`src/rtl/if_fetch_ctrl.sv`:
```
// Instruction-fetch sequencer: one SRAM-like bus request per PC value, a one-entry
// buffer across IF/ID stalls, and cancellation of fetches invalidated by a flush.
module if_fetch_ctrl #(
   parameter int AW = 32,
   parameter int DW = 32
) (
   input  logic          clk,
   input  logic          reset,
   input  logic [AW-1:0] pc,
   input  logic          rom_enable,
   input  logic          flush,
   input  logic          id_stall,
   output logic          inst_req,
   output logic [AW-1:0] inst_addr,
   input  logic          inst_addr_ok,
   input  logic          inst_data_ok,
   input  logic [DW-1:0] inst_rdata,
   output logic [DW-1:0] inst,
   output logic          inst_valid,
   output logic          stallreq_if
);

   typedef enum logic [1:0] {IDLE, REQ, WAIT, HOLD} state_t;

   state_t        state;
   state_t        state_next;
   logic          cancel;
   logic          cancel_next;
   logic [DW-1:0] buffer;
   logic          buffer_load;
   logic          discard;

   always_ff @(posedge clk) begin
      if (!reset) begin
         state  <= IDLE;
         cancel <= 1'b0;
         buffer <= '0;
      end else begin
         state  <= state_next;
         cancel <= cancel_next;
         if (buffer_load) begin
            buffer <= inst_rdata;
         end
      end
   end

   always_comb begin
      state_next  = state;
      cancel_next = 1'b0;
      buffer_load = 1'b0;
      inst_req    = 1'b0;
      inst_valid  = 1'b0;
      inst        = '0;
      // Returned data is stale if the fetch was flushed earlier, is flushed now,
      // or the PC side has dropped rom_enable.
      discard     = cancel | flush | ~rom_enable;
      case (state)
         IDLE: begin
            if (rom_enable && !flush) begin
               state_next = REQ;
            end
         end
         REQ: begin
            inst_req = rom_enable;
            if (!rom_enable) begin
               state_next = IDLE;
            end else if (inst_addr_ok) begin
               state_next  = WAIT;
               cancel_next = flush;
            end else if (flush) begin
               state_next = IDLE;
            end
         end
         WAIT: begin
            if (!inst_data_ok) begin
               cancel_next = discard;
            end else if (discard) begin
               state_next = rom_enable ? REQ : IDLE;
            end else if (id_stall) begin
               buffer_load = 1'b1;
               state_next  = HOLD;
            end else begin
               inst_valid = 1'b1;
               inst       = inst_rdata;
               state_next = REQ;
            end
         end
         HOLD: begin
            if (!rom_enable) begin
               state_next = IDLE;
            end else if (flush) begin
               state_next = REQ;
            end else if (!id_stall) begin
               inst_valid = 1'b1;
               inst       = buffer;
               state_next = REQ;
            end
         end
         default: state_next = IDLE;
      endcase
   end

   assign inst_addr   = pc;
   assign stallreq_if = rom_enable & ~inst_valid & ~flush;

endmodule

```
`config.mk`:
```
export PLATFORM = sky130hd
export DESIGN_NAME = if_fetch_ctrl
export DESIGN_NICKNAME = d
export VERILOG_FILES = /design/src/rtl/if_fetch_ctrl.sv
export SDC_FILE = /design/constraint.sdc
export NUM_CORES = 1
export LEC_CHECK = 0
export ABC_AREA = 1
export BUFFER_PORTS_ARGS = -buffer_cell sky130_fd_sc_hd__buf_2
export CORE_ASPECT_RATIO = 0.75
export CORE_MARGIN = 3
export CORE_UTILIZATION = 40
export DETAILED_ROUTE_END_ITERATION = 10
export HOLD_SLACK_MARGIN = 0.06
export PLACE_DENSITY_LB_ADDON = 0.15
export SYNTH_ARGS = -nofsm -noshare
export SYNTH_HDL_FRONTEND = slang
export SYNTH_SLANG_ARGS = --single-unit
```
`constraint.sdc`:
```
create_clock -name clk -period 3 [get_ports clk]
set_input_delay 0.45 -clock clk [delete_from_list [all_inputs] [get_ports clk]]
set_output_delay 0.45 -clock clk [all_outputs]
set_load 0.02 [all_outputs]
```
==> flow_summary_export.csv, run 1 <==
group,metric,value,unit
worst_hold_path,hold_path_depth,3,
setup_path,critPathCaptureType,"output port",
pwr,power,0.00110,W
run_status,status,"completed",
synth,synth_top_area_cell,"dfxtp_1",
synth,syn-cell-area,2090,um2
global_route,track_usage,16.2,%
sta,setup_viol,0,
cts,cts.htree.levels,2,
layout,final_cell_mix,"buf_2, nor2_1, dfxtp_1",
detailed_routing,routed_wl,4790,um
cts,cts_sinks,35,
layout,num-nets-final,383,
synth,synth_nets,347,
pwr,power_density,478,nW/um2
die,fp.dieArea,6140,um2
detailed_routing,drc_errors,0,
sta,rsz0062_at_grt,"false",
cts,cts_resized,0,
synth,yosysTopAreaCellShare,33.5,%
sta,slew_headroom,62.5,%
die,start_util,42.0,%
setup_path,reg2reg_depth,8,
layout,area_growth,10.3,%
die,dieHeight,68.6,um
die,coreArea,4980,um2
place,hpwl,3220,um
sta,fin_crit_sh,81.7,%
cts,clkTransAtPathRegs,0.07,ns
die,io_pins,138,
sta,finalCriticalPeriod,2.45,ns
sta,tns,0,ns
place,dpl-instance-area,2230,um2
synth,synth_sequential_area_ratio,33.5,%
place,globalplace.congestion,0.806,
synth,syn_inst,272,
setup_path,arrival,2.00,ns
sta,worst_slew_pin_slew,0.562,ns
setup_path,worstPathRequired,2.55,ns
place,io_buffers,73,
setup_path,rrSetupSlack,1.29,ns
pwr,ir_drop,209,uV
layout,n_antenna_cell,0,
cts,postCtsSetupBuffers,0,
flow_run,cap_violations,0,
synth,yosysWarnings,0,
detailed_routing,dr.pass1.iters,4,
setup_path,critPathMaxFanout,18,
layout,final_common_cell,"buf_2",
synth,synth_area_leaders,"dfxtp_1, nor2_1, buf_4",
worst_hold_path,min_path_type,"in -> reg",
synth,ys_types,21,
cts,clockBufferDepth,2,
detailed_routing,vias,1815,
pwr,p_leak,1.10,nW
global_route,grt_max_degree,36,
setup_path,critical_path_class,"reg -> out",
worst_hold_path,min-delay-start,"inst_rdata[21]",
sta,drv_slew,0,
detailed_routing,initialDrtViolationCount,70,
cts,clkLatencyLatePin,0.28,ns
cts,cts_tree,"built",
synth,ys_ff_latch,35,
sta,finClkSkew,0.00183,ns
die,rows,22,
global_route,grt_pass1_vias,1652,
sta,fmax,408,MHz
worst_hold_path,whs_endpoint,"buffer[21]",
cts,cts-root-buf,"clkbuf_8",
cts,cts_hold_buffers,0,
detailed_routing,post_drt_wl_per_cell,12.6,um
layout,drive_gt1_share,33.0,%
die,die_w,89.5,um
setup_path,rr_startpoint,"state[0]",
detailed_routing,routed_via_density,4.76,
layout,fin_area,2310,um2
detailed_routing,drtAntennaViolNets,0,
sta,hold_violations,0,
global_route,grt_overflow_total,0,
layout,num-fill-cells,526,
global_route,grt_pass1_wl,7660,um
setup_path,cp-start-kind,"flop",
setup_path,rr_endpoint,"buffer[26]",
synth,synth.avg_cell_area,7.69,um2
cts,cts_inserted_buffers,5,
global_route,antenna_found_initial,0,
[registers in the layout, indices dropped and copies added (netlist names)]
signal and count:
buffer 32, state 2, cancel 1
[layout make-up]
cell class                      instances  area [um2]  share of cell area (%)
Tap cell                               72        90.1                    3.90
Multi-Input combinational cell        176         970                    42.0
Timing Repair Buffer                   76         413                    17.9
Clock buffer                            7        76.3                    3.31
Inverter                               14        53.8                    2.33
Clock inverter                          1        5.00                   0.217
Sequential cell                        35         701                    30.4
[critical path: stages, from the launching register on]
cell and delay [ns]:
dfxtp_1 0.34, inv_1 0.11, ha_1 0.20, nand3_1 0.15, nor2_4 0.39, buf_12 0.21, a22o_1 0.14, buf_2 0.16
[layer usage]
layer | up-vias | GRT usage (%) | routed length [um]
met5 | - | 0 | 0
met4 | 0 | 5.76 | 51
met3 | 7 | 4.75 | 360
met2 | 69 | 24.5 | 1880
met1 | 801 | 21.9 | 2500
li1 | 938 | - | -
[per-stage QoR]
step | setup WS [ns] | hold slack [ns] | instances | util, %
floorplan | 1.20 | 0.455 | 272 | -
global placement | 0.801 | 0.465 | 373 | 44.7
detailed placement | 0.773 | 0.477 | 373 | 44.7
CTS | 0.531 | 0.419 | 381 | 46.3
global route | 0.397 | 0.440 | 381 | 46.3
finish | 0.548 | 0.431 | 381 | 46.3
[where the power goes]
part	switching, W	leakage (nW)	total, W	internal [W]
Combinational	0.000165	0.773	0.000267	0.000102
Clock	0.000163	0.0422	0.000326	0.000163
Sequential	0.0000208	0.283	0.000511	0.000490
Total	0.000349	1.10	0.00110	0.000754
[Yosys cell counts, drive strengths merged]
cell type and instances:
nand4 1, ha 4, buf 41, o21ai 34, clkinv 1, nand3 3, dfxtp 35, nor2 75
clkbuf 6, nand2 24, o22ai 1, inv 13, a21oi 2, a22o 32
[cells by family (layout without fill, tap and decap cells)]
logic type	after synthesis	in the layout	synth area share [%]
flops	35	35	33.5
buf+inv	61	98	20.2
fa+ha+maj	4	4	2.39
compound gates	69	69	23.0
simple gates	103	103	20.9
[worst max path at each step]
stage | from | to | slack (ns) | cells past startpoint
finish | state[0] | inst[20] | 0.55 | 7
global route | state[0] | inst[19] | 0.40 | 7
CTS | state[0] | inst[20] | 0.53 | 7
detailed placement | flush | inst[24] | 0.77 | 7
global placement | flush | inst[23] | 0.80 | 7
floorplan | state[0] | stallreq_if | 1.20 | 5
Note: power is estimated with default switching activity, not from simulation.
==> run 2: changes to the inputs <==
clock period = 2.55 ns   (was 3 ns; I/O delays follow)
==> flow_summary_export.csv, run 2 (same netlist as run 1, synthesis figures left out) <==
group,metric,value,unit
cts,clkLatencyLatePin,0.28,ns
detailed_routing,drtAntennaViolNets,0,
die,rows,22,
cts,postCtsSetupBuffers,0,
detailed_routing,routed_via_density,4.76,
pwr,ir_drop,263,uV
pwr,pwr-share-seq,44.4,%
sta,finalCriticalPeriod,2.35,ns
cts,clockBufferDepth,2,
place,dp.cells,372,
layout,final_common_cell,"buf_2",
cts,cts_sinks,35,
layout,layout.cells.non_filler,380,
sta,rsz0062_at_grt,"false",
die,fp.dieArea,6140,um2
layout,area_growth,10.5,%
setup_path,arrival,1.97,ns
place,hpwl,3180,um
sta,finClkSkew,0.00407,ns
pwr,p_leak,1.10,nW
cts,cts_tree,"built",
cts,cts_resized,0,
sta,worst_slew_pin_slew,0.565,ns
pwr,switching_share,30.3,%
setup_path,path_cells,"inv_1 > ha_1 > nand3_1 > nor2_4 > buf_12 > a22o_1 > buf_2",
setup_path,critPathCaptureType,"output port",
setup_path,cp_slowest_cell,"nor2_4",
sta,hold_slack,0.367,ns
global_route,antenna_found_initial,0,
place,preCtsSetupSlack,0.455,ns
detailed_routing,dr.pass1.iters,4,
global_route,track_usage,15.7,%
pwr,power_density,584,nW/um2
cts,cts.htree.levels,2,
die,start_util,42.0,%
cts,cts_inserted_buffers,5,
sta,slew_headroom,62.3,%
global_route,grt_pass1_wl,7590,um
sta,setup_viol,0,
die,coreArea,4980,um2
layout,top_register,"buffer",
layout,final_cell_mix,"buf_2, nor2_1, dfxtp_1",
detailed_routing,routed_wl,4710,um
die,die_w,89.5,um
setup_path,critPathMaxFanout,18,
sta,hold_violations,0,
layout,n_antenna_cell,0,
setup_path,cp-start-kind,"flop",
sta,fmax,425,MHz
layout,drive_gt1_share,33.4,%
detailed_routing,initialDrtViolationCount,70,
worst_hold_path,min_path_type,"in -> reg",
setup_path,critical_path_class,"reg -> out",
pwr,power_frac_comb,22.8,%
setup_path,worstPathRequired,2.17,ns
pwr,switching_power,0.000409,W
detailed_routing,vias,1808,
cts,cts_hold_buffers,0,
place,io_buffers,73,
die,dieHeight,68.6,um
layout,reg_top3,"buffer: 32 flops, state: 2 flops, cancel: 1 flops",
sta,fin_crit_sh,92.3,%
layout,largest_reg_flops,32,
global_route,grt_pass1_vias,1604,
run_status,status,"completed",
flow_run,cap_violations,0,
sta,tns,0,ns
detailed_routing,drc_errors,0,
cts,cts-root-buf,"clkbuf_8",
place,globalplace.congestion,0.787,
sta,drv_slew,0,
global_route,grt_max_degree,36,
pwr,p_int,0.000940,W
cts,clkTransAtPathRegs,0.07,ns
setup_path,max_stage_delay,0.39,ns
pwr,pwr-share-clk,32.7,%
sta,final.setup.worst_slack,0.195,ns
die,io_pins,138,
global_route,grt_overflow_total,0,
detailed_routing,post_drt_wl_per_cell,12.4,um
layout,num-nets-final,382,
==> run 2: cell count changes in the layout (fill, tap and decap cells not counted), sizes merged <==
cell      delta
buf          -1
clkinv       -1
clkinvlp     +1
==> run 2: metal layers <==
| layer | part of all wire (%) | track usage, % | wire, um |
|---|---|---|---|
| met5 | 0 | 0 | 0 |
| met2 | 39 | 23.3 | 1830 |
| met3 | 6.9 | 4.51 | 324 |
| met4 | 0.81 | 4.09 | 38 |
| met1 | 54 | 22.3 | 2520 |
==> run 2: layout make-up <==
| type | instances | area, um2 |
|---|---|---|
| Clock buffer | 7 | 96.3 |
| Clock inverter | 1 | 7.51 |
| Fill cell | 525 | 2670 |
| Inverter | 14 | 53.8 |
| Multi-Input combinational cell | 176 | 970 |
| Sequential cell | 35 | 701 |
| Tap cell | 72 | 90.1 |
| Timing Repair Buffer | 75 | 393 |
==> run 2: through the flow <==
step	area, um2	utilization (%)	power, W
detailed placement	2210	44.3	0.000921
floorplan	2090	-	0.000903
global placement	2210	44.3	0.000918
global route	2310	46.4	0.00145
finish	2310	46.4	0.00135
CTS	2310	46.4	0.00137
==> run 2: worst max-delay path: cells and delay by family, from the launching register on <==
family | cells | cell delay (ns)
AND/OR/NAND/NOR | 2 | 0.54
AO/OA/AOI/OAI | 1 | 0.15
buffers and inverters | 3 | 0.47
flip-flops | 1 | 0.34
adder cells (fa/ha/maj) | 1 | 0.19
==> run 2: worst paths after layout <==
check / startpoint / endpoint / slack, ns / cells past startpoint
hold reg to reg: buffer[6] / buffer[6] / 0.49 / 2
setup / recovery: state[0] / inst[8] / 0.20 / 7
setup reg to reg: state[0] / buffer[0] / 0.56 / 8
hold / removal: inst_rdata[21] / buffer[21] / 0.37 / 3
==> run 2: power by group through the flow <==
stage / clock network (W) / registers [W] / logic [W]
floorplan: 0 / 0.000607 / 0.000297
global placement: 0 / 0.000612 / 0.000306
detailed placement: 0 / 0.000612 / 0.000309
CTS: 0.000460 / 0.000599 / 0.000310
global route: 0.000487 / 0.000604 / 0.000357
finish: 0.000442 / 0.000599 / 0.000308
